### config.mk
export PLATFORM = sky130hd
export DESIGN_NAME = fetch_stage
export DESIGN_NICKNAME = d
export VERILOG_FILES = /design/src/rtl/fetch_stage.sv
export SDC_FILE = /design/constraint.sdc
export NUM_CORES = 1
export LEC_CHECK = 0
export BUFFER_PORTS_ARGS = -buffer_cell sky130_fd_sc_hd__buf_2
export CORE_UTILIZATION = 59
export DETAILED_ROUTE_END_ITERATION = 10
export PLACE_DENSITY = 0.95
export SYNTH_ARGS = -nofsm -noshare
export SYNTH_HDL_FRONTEND = slang
export SYNTH_SLANG_ARGS = --single-unit
### constraint.sdc
create_clock -name clk -period 25.7 [get_ports clk]
set_input_delay 5.14 -clock clk [delete_from_list [all_inputs] [get_ports clk]]
set_output_delay 5.14 -clock clk [all_outputs]
set_load 0.01 [all_outputs]
### src/rtl/fetch_stage.sv
// LEGv8 instruction fetch stage with IF/ID register, one-entry skid buffer and branch redirect.
// Optional misaligned-branch fault: define FETCH_ALIGN_CHECK_EN.
//
// state | meaning
// FETCH | requesting imem_addr=pc; acked words go to IF/ID (or to buffer under stall)
// HELD  | one fetched word waits in the skid buffer for the stall to drop; no request
// FAULT | misaligned branch seen; halted until reset
module fetch_stage #(
   parameter int                ADDR_W   = 64,
   parameter logic [ADDR_W-1:0] RESET_PC = '0
) (
   input  logic              clk,
   input  logic              rst,
   output logic [ADDR_W-1:0] imem_addr,
   output logic              imem_req,
   input  logic              imem_ack,
   input  logic [31:0]       imem_rdata,
   input  logic              stall,
   input  logic              branch_taken,
   input  logic [ADDR_W-1:0] branch_target,
   output logic              if_id_valid,
   output logic [31:0]       if_id_instr,
   output logic [ADDR_W-1:0] if_id_pc,
   output logic [10:0]       if_id_opcode,
   output logic              misalign_fault
);

   typedef enum logic [1:0] {FETCH, HELD, FAULT} state_t;

   state_t            state, state_nx;
   logic [ADDR_W-1:0] pc, pc_nx;
   logic [ADDR_W-1:0] if_id_pc_nx;
   logic [31:0]       if_id_instr_nx;
   logic              if_id_valid_nx;
   logic [31:0]       buf_instr, buf_instr_nx;
   logic [ADDR_W-1:0] buf_pc, buf_pc_nx;
   logic              fault_q, fault_nx;
   logic              target_bad;
   logic [ADDR_W-1:0] redirect_pc;

   assign redirect_pc = {branch_target[ADDR_W-1:2], 2'b00};

`ifdef FETCH_ALIGN_CHECK_EN
   assign target_bad     = (branch_target[1:0] != 2'b00);
   assign misalign_fault = fault_q;
`else
   assign target_bad     = 1'b0;
   assign misalign_fault = 1'b0;
`endif

   assign imem_addr    = pc;
   assign imem_req     = (state == FETCH) && !rst;
   assign if_id_opcode = if_id_instr[31:21];

   always_ff @(posedge clk or posedge rst) begin
      if (rst) begin
         state       <= FETCH;
         pc          <= RESET_PC;
         if_id_valid <= 1'b0;
         if_id_instr <= '0;
         if_id_pc    <= '0;
         buf_instr   <= '0;
         buf_pc      <= '0;
         fault_q     <= 1'b0;
      end else begin
         state       <= state_nx;
         pc          <= pc_nx;
         if_id_valid <= if_id_valid_nx;
         if_id_instr <= if_id_instr_nx;
         if_id_pc    <= if_id_pc_nx;
         buf_instr   <= buf_instr_nx;
         buf_pc      <= buf_pc_nx;
         fault_q     <= fault_nx;
      end
   end

   always_comb begin
      state_nx       = state;
      pc_nx          = pc;
      if_id_valid_nx = if_id_valid;
      if_id_instr_nx = if_id_instr;
      if_id_pc_nx    = if_id_pc;
      buf_instr_nx   = buf_instr;
      buf_pc_nx      = buf_pc;
      fault_nx       = fault_q;

      case (state)
         FETCH: begin
            if (branch_taken) begin
               if_id_valid_nx = 1'b0;
               if_id_instr_nx = '0;
               if (target_bad) begin
                  fault_nx = 1'b1;
                  state_nx = FAULT;
               end else begin
                  pc_nx = redirect_pc;
               end
            end else if (imem_ack) begin
               pc_nx = pc + ADDR_W'(4);
               if (stall) begin
                  buf_instr_nx = imem_rdata;
                  buf_pc_nx    = pc;
                  state_nx     = HELD;
               end else begin
                  if_id_valid_nx = 1'b1;
                  if_id_instr_nx = imem_rdata;
                  if_id_pc_nx    = pc;
               end
            end else if (!stall) begin
               if_id_valid_nx = 1'b0;
               if_id_instr_nx = '0;
            end
         end
         HELD: begin
            if (branch_taken) begin
               if_id_valid_nx = 1'b0;
               if_id_instr_nx = '0;
               if (target_bad) begin
                  fault_nx = 1'b1;
                  state_nx = FAULT;
               end else begin
                  pc_nx    = redirect_pc;
                  state_nx = FETCH;
               end
            end else if (!stall) begin
               if_id_valid_nx = 1'b1;
               if_id_instr_nx = buf_instr;
               if_id_pc_nx    = buf_pc;
               state_nx       = FETCH;
            end
         end
         FAULT: begin
            state_nx = FAULT;
         end
         default: state_nx = FETCH;
      endcase
   end

endmodule

==> summary.txt, run 1 <==
Global routing
  – Largest net degree at the start of global routing: 137
  – Global-route wire length before repair: 57.95 mm
  – GR Util All Layers: 0.3368
  – Initial antenna violation count: 10
  – Vias in the first global route: 11,080
  – Aggregate global routing overflow: 0

Hold path
  – Hold path depth: 2
  – Hold Crit Class: reg -> reg
  – Hold Crit Endpoint: buf_pc[6]$_DFFE_PP0P_
  – Min-delay src: buf_pc[6]$_DFFE_PP0P_

Placement
  – Placed instance area: 13,580 µm²
  – DP Wirelength: 22.86 mm
  – Pre-CTS setup slack: 14.95 ns
  – Placer Congestion: 0.9018
  – I/O Buffers: 267

Detailed routing
  – WL per Instance: 20.42 µm
  – Via density: 6.458
  – Pre-antenna DRT Iters: 6
  – Drt total wl: 35.95 mm
  – Number of routed nets with antenna violations: 0
  – DRC: 0
  – 1st-iter DRT viols: 1,165
  – Via count: 11,370

Clock tree
  – Postcts setup bufs: 0
  – Clk root buf: clkbuf_16
  – Worst-skew pair later-pin latency: 0.54 ns
  – CTS Sinks: 253
  – # hold bufs at CTS: 0
  – Clk pin slew, worst setup/hold paths: 0.06 ns
  – CTS buffer count: 27
  – Resize count post-CTS: 0
  – CTS tree: yes
  – CTS H-tree lvls: 1
  – Clock buffer depth: 3

Critical path
  – Worst reg2reg path depth: 7
  – Startpoint type of the worst setup path: input port
  – Worst r2r src: state[1]$_DFFE_PP0P_
  – Req. time, crit path: 20.56 ns
  – Reg2reg end: imem_addr[61]$_DFFE_PP0P_
  – Reg2Reg Setup Slack: 22.15 ns
  – Setup Crit Path Kind: in -> out
  – Critical Path End Type: primary output
  – Crit path DAT: 5.59 ns
  – Largest fanout on the critical path: 2

Power and ir drop
  – Maximum vdd drop: 0.06002 mV
  – Sequential share of power: 0.459
  – Sw Share: 0.3020
  – Pint: 0.8244 mW
  – Clock Power Share: 0.344
  – P_sw: 0.3567 mW
  – Leak: 6.388 nW
  – Combinational share of power: 0.197
  – PD cells: 81.32 nW/µm²

Finish
  – Share of post-route cells with drive strength above 1: 0.2915
  – Post-route core utilization: 0.7155
  – Footprint of the multi-input gates: 5425 µm²
  – Design Area, Final: 14,530 µm²
  – Register area: 6331 µm²
  – Fill count: 1,411
  – Nets@finish: 1,566
  – Area Growth Syn to Fin: 18.30%

Floorplan
  – CORE AREA: 20,300 µm²
  – Die height: 146.3 µm
  – Die W: 146.3 µm
  – Ports: 275
  – Initial core utilization: 0.6048
  – Row count: 52
  – DIE AREA: 21,390 µm²

Timing
  – Fin. Hold Viols: 0
  – Setup ws final: 14.97 ns
  – Setup_tns: 0 ns
  – Worst clock skew: 0.02803 ns
  – Period utilization: 0.4176
  – Setup-failing EPs final: 0
  – Post-layout min period: 10.73 ns
  – Max Freq: 93.18 MHz
  – Max-Slew Margin vs Limit: 0.3303
  – Slew Limit Fails: 0
  – RSZ-0062 raised after global routing: no
  – Worst Max-Slew Pin Slew: 1.005 ns

Synthesis
  – Yosys top cell area share: 0.5156
  – Register area share after synthesis: 0.5156
  – YS warnings: 0
  – Top FF cell, synth: dfrtp_1
  – Mapped Area: 12,280 µm²
  – Post-synth EDFFs: 0
  – Synth unique cells: 64
  – Post-synth top area cell: dfrtp_1
  – Count leader, synth: dfrtp_1
  – Synthesized netlist cell count: 1,272
  – Syn Area/Cell: 9.653 µm²
  – Main area contributors after synthesis: dfrtp_1, mux2_2, nand2_1
  – Post-synth top cells: dfrtp_1, nand2_1, nor2_1
  – Synth async-reset ratio: 1.000
  – FF+latch count, synth: 253

Run
  – Max-Cap Viols: 0

Status
  – Status: completed
-- power by group through the flow --
stage               clock network, mW  logic (mW)  registers, mW
floorplan                           0       0.139          0.543
global placement                    0       0.218          0.538
detailed placement                  0       0.229          0.545
CTS                             0.409       0.232          0.540
global route                    0.427       0.254          0.552
finish                          0.407       0.233          0.542
-- through the flow --
| stage | hold slack, ns | power [mW] | std cells |
|---|---|---|---|
| final | 0.4852 | 1.181 | 1761 |
| after global routing | 0.5126 | 1.232 | 1761 |
| after CTS | 0.4888 | 1.182 | 1752 |
| after detailed placement | 0.4744 | 0.7740 | 1705 |
| after global placement | 0.4632 | 0.7559 | 1705 |
| after floorplan | 0.4497 | 0.6820 | 1276 |
-- routing by layer --
metal	share of wire	wire length, µm	GRT usage
met1	0.36	13110	0.4308
met3	0.097	3476	0.06313
met5	0	0	0
met4	0.054	1943	0.1839
met2	0.48	17430	0.5445
-- worst max path at each step --
stage	slack (ns)	start	end
after floorplan	13.60	rst	buf_instr[0]$_DFFE_PP0P_
final	14.97	rst	imem_req
after global placement	15.00	rst	imem_req
after CTS	14.95	rst	imem_req
after detailed placement	14.95	rst	imem_req
after global routing	14.91	rst	imem_req
-- final cells by class --
| class | count | share of cell area |
|---|---|---|
| antenna | 9 | 0.001551 |
| clock buffer | 38 | 0.05280 |
| clock inverter | 9 | 0.01042 |
| inverter | 11 | 0.003359 |
| multi-input combinational | 890 | 0.3735 |
| sequential | 253 | 0.4359 |
| tap | 270 | 0.02326 |
| timing repair buffer | 281 | 0.09923 |
-- flip-flops by register name, summed over array words and instances, names as in the netlist --
signal and count:
if_id_instr 32, if_id_pc 62, buf_pc 62, state 2
buf_instr 32, if_id_valid 1, imem_addr 62
-- logic make-up after synthesis --
logic type | share of synthesized area
other cells | 0.0003054
flops | 0.5156
simple gates | 0.1884
compound gates | 0.1648
buf+inv | 0.04841
mux | 0.08142
fa+ha+maj | 0.001019
-- layout by cell type (no fill, tap or decap), drive strengths merged, types with 11 or more instances in the layout --
master / synthesis / routed
buf: 56 / 281
dfrtp: 253 / 253
nand2: 168 / 168
nor2: 153 / 153
mux2: 87 / 87
a21oi: 79 / 79
a31oi: 64 / 64
nand3: 47 / 47
clkbuf: 66 / 38
a22oi: 36 / 36
nor3: 29 / 29
o21ai: 29 / 29
nand4: 28 / 28
nor4: 20 / 20
o22ai: 12 / 12
o22a: 11 / 11
inv: 10 / 11
-- critical path, cell delays in order --
cell and delay (ns):
buf_2 0.14, nor3_1 0.14, buf_2 0.17
(Power assumes the default switching activity.)
==> run 2: changes to the inputs <==
--- a/config.mk
+++ b/config.mk
@@ -6,9 +6,9 @@
 export NUM_CORES = 1
 export LEC_CHECK = 0
 export BUFFER_PORTS_ARGS = -buffer_cell sky130_fd_sc_hd__buf_2
-export CORE_UTILIZATION = 59
+export CORE_UTILIZATION = 55
 export DETAILED_ROUTE_END_ITERATION = 10
-export PLACE_DENSITY = 0.95
+export PLACE_DENSITY = 0.93
 export SYNTH_ARGS = -nofsm -noshare
 export SYNTH_HDL_FRONTEND = slang
 export SYNTH_SLANG_ARGS = --single-unit
==> constraint.sdc (replaced) <==
create_clock -name clk -period 10.9 [get_ports clk]
set_input_delay 2.18 -clock clk [delete_from_list [all_inputs] [get_ports clk]]
set_output_delay 2.18 -clock clk [all_outputs]
set_load 0.01 [all_outputs]
==> run 2 against run 1 <==
  * Via count fell by 1.2%
  * First-iteration DRC count rose by 2.7%
  * Combinational power rose by 130%
  * Cell count rose by 0.80%
  * Sequential share of layout area fell by 0.090 points
  * Sequential power rose by 130%
  * Sequential cell count did not move
  * Global-route usage fell by 3.4 points
  * Non-clock buffer count did not move
==> summary.txt, run 2 (same netlist as run 1, synthesis figures left out) <==
Timing
  – Setup-failing EPs final: 0
  – Setup_tns: 0 ns
  – Period utilization: 0.4390
  – Slew Limit Fails: 0
  – Max Freq: 209.0 MHz
  – Worst clock skew: 0.02367 ns
  – RSZ-0062 raised after global routing: no
  – Post-layout min period: 4.785 ns
  – Worst Max-Slew Pin Slew: 1.005 ns
  – Fin. Hold Viols: 0
  – Max-Slew Margin vs Limit: 0.3298

Finish
  – Nets@finish: 1,566
  – Register area: 6331 µm²
  – Commonest non-fill, non-tap cell in the layout: buf_2
  – Final Non-Filler Cells: 1,775
  – Share of post-route cells with drive strength above 1: 0.2938
  – Most frequent cells in the layout: buf_2, dfrtp_1, nand2_1
  – Footprint of the multi-input gates: 5425 µm²
  – Area Growth Syn to Fin: 18.55%
  – Fill count: 1,609

Detailed routing
  – Drt total wl: 35.46 mm
  – 1st-iter DRT viols: 1,197
  – DRC: 0
  – Via count: 11,240
  – Via density: 6.331
  – WL per Instance: 19.98 µm
  – Pre-antenna DRT Iters: 6
  – Number of routed nets with antenna violations: 0

Global routing
  – GR Util All Layers: 0.3027
  – Largest net degree at the start of global routing: 122
  – Vias in the first global route: 10,540
  – Aggregate global routing overflow: 0
  – Global-route wire length before repair: 54.48 mm
  – Initial antenna violation count: 12

Power and ir drop
  – Maximum vdd drop: 0.1294 mV
  – PD cells: 190.0 nW/µm²
  – Leak: 6.404 nW

Placement
  – DP Wirelength: 22.66 mm
  – I/O Buffers: 267
  – DP Cell Count: 1,715
  – Placer Congestion: 0.9470

Clock tree
  – Clk root buf: clkbuf_16
  – CTS Sinks: 253
  – Resize count post-CTS: 0
  – # hold bufs at CTS: 0
  – CTS H-tree lvls: 1
  – Worst-skew pair later-pin latency: 0.54 ns
  – CTS tree: yes
  – Clock buffer depth: 3
  – CTS buffer count: 27
  – Postcts setup bufs: 0
  – Clk pin slew, worst setup/hold paths: 0.06 ns

Critical path
  – Crit path DAT: 2.60 ns
  – Worst reg2reg path depth: 7
  – Startpoint type of the worst setup path: input port
  – Worst r2r src: state[1]$_DFFE_PP0P_
  – Reg2reg end: imem_addr[61]$_DFFE_PP0P_
  – Critical Path End Type: primary output
  – Largest fanout on the critical path: 2
  – Setup Crit Path Kind: in -> out
  – Reg2Reg Setup Slack: 7.37 ns
  – Req. time, crit path: 8.72 ns

Floorplan
  – DIE AREA: 22,930 µm²
  – Initial core utilization: 0.5626
  – Die height: 151.4 µm
  – Ports: 275
  – Die W: 151.4 µm
  – CORE AREA: 21,820 µm²
  – Row count: 54

Hold path
  – Hold Crit Class: reg -> reg
  – Hold Crit Endpoint: buf_pc[36]$_DFFE_PP0P_
  – Hold path depth: 2
  – Min-delay src: buf_pc[36]$_DFFE_PP0P_

Status
  – Status: completed

Run
  – Max-Cap Viols: 0
==> run 2: area by class of cell <==
cell class | instances | area share
Clock inverter | 7 | 0.006103
Antenna cell | 11 | 0.001891
Timing Repair Buffer | 281 | 0.09903
Clock buffer | 42 | 0.05785
Multi-Input combinational cell | 890 | 0.3727
Inverter | 11 | 0.003353
Tap cell | 280 | 0.02407
Sequential cell | 253 | 0.4350
==> run 2: critical path, stage by stage <==
cell and delay [ns]:
buf_2 0.14, nor3_1 0.12, buf_2 0.16
==> run 2: per-stage QoR <==
step	area, µm²	total power, mW	worst slack [ns]	hold slack, ns	util
after floorplan	12290	1.608	1.763	0.4497	-
final	14560	2.766	6.115	0.4829	0.6670
after global placement	13600	1.783	6.118	0.4653	0.6230
after CTS	14530	2.770	6.119	0.4830	0.6657
after global routing	14550	2.890	6.105	0.4980	0.6668
after detailed placement	13600	1.821	6.122	0.4699	0.6230
==> run 2: report_power, final <==
| group | internal (mW) | switching [mW] | leakage [nW] |
|---|---|---|---|
| sequential | 1.12 | 0.153 | 2.94 |
| clock | 0.575 | 0.375 | 0.465 |
| combinational | 0.241 | 0.301 | 3.00 |
| total | 1.94 | 0.829 | 6.40 |
==> run 2: worst max path at each step <==
stage,end,cells after the start,from,slack (ns)
after floorplan,buf_instr[0]$_DFFE_PP0P_,1,rst,1.76
after global placement,imem_req,3,rst,6.12
after detailed placement,imem_req,3,rst,6.12
after CTS,imem_req,3,rst,6.12
after global routing,imem_req,3,rst,6.10
final,imem_req,3,rst,6.12
==> run 2: layer usage <==
layer | up-vias | track usage | share of wire
met5 | - | 0 | 0
met4 | 0 | 0.1680 | 0.047
met3 | 144 | 0.05843 | 0.097
met2 | 685 | 0.4705 | 0.47
met1 | 5408 | 0.3980 | 0.38
li1 | 5001 | - | -
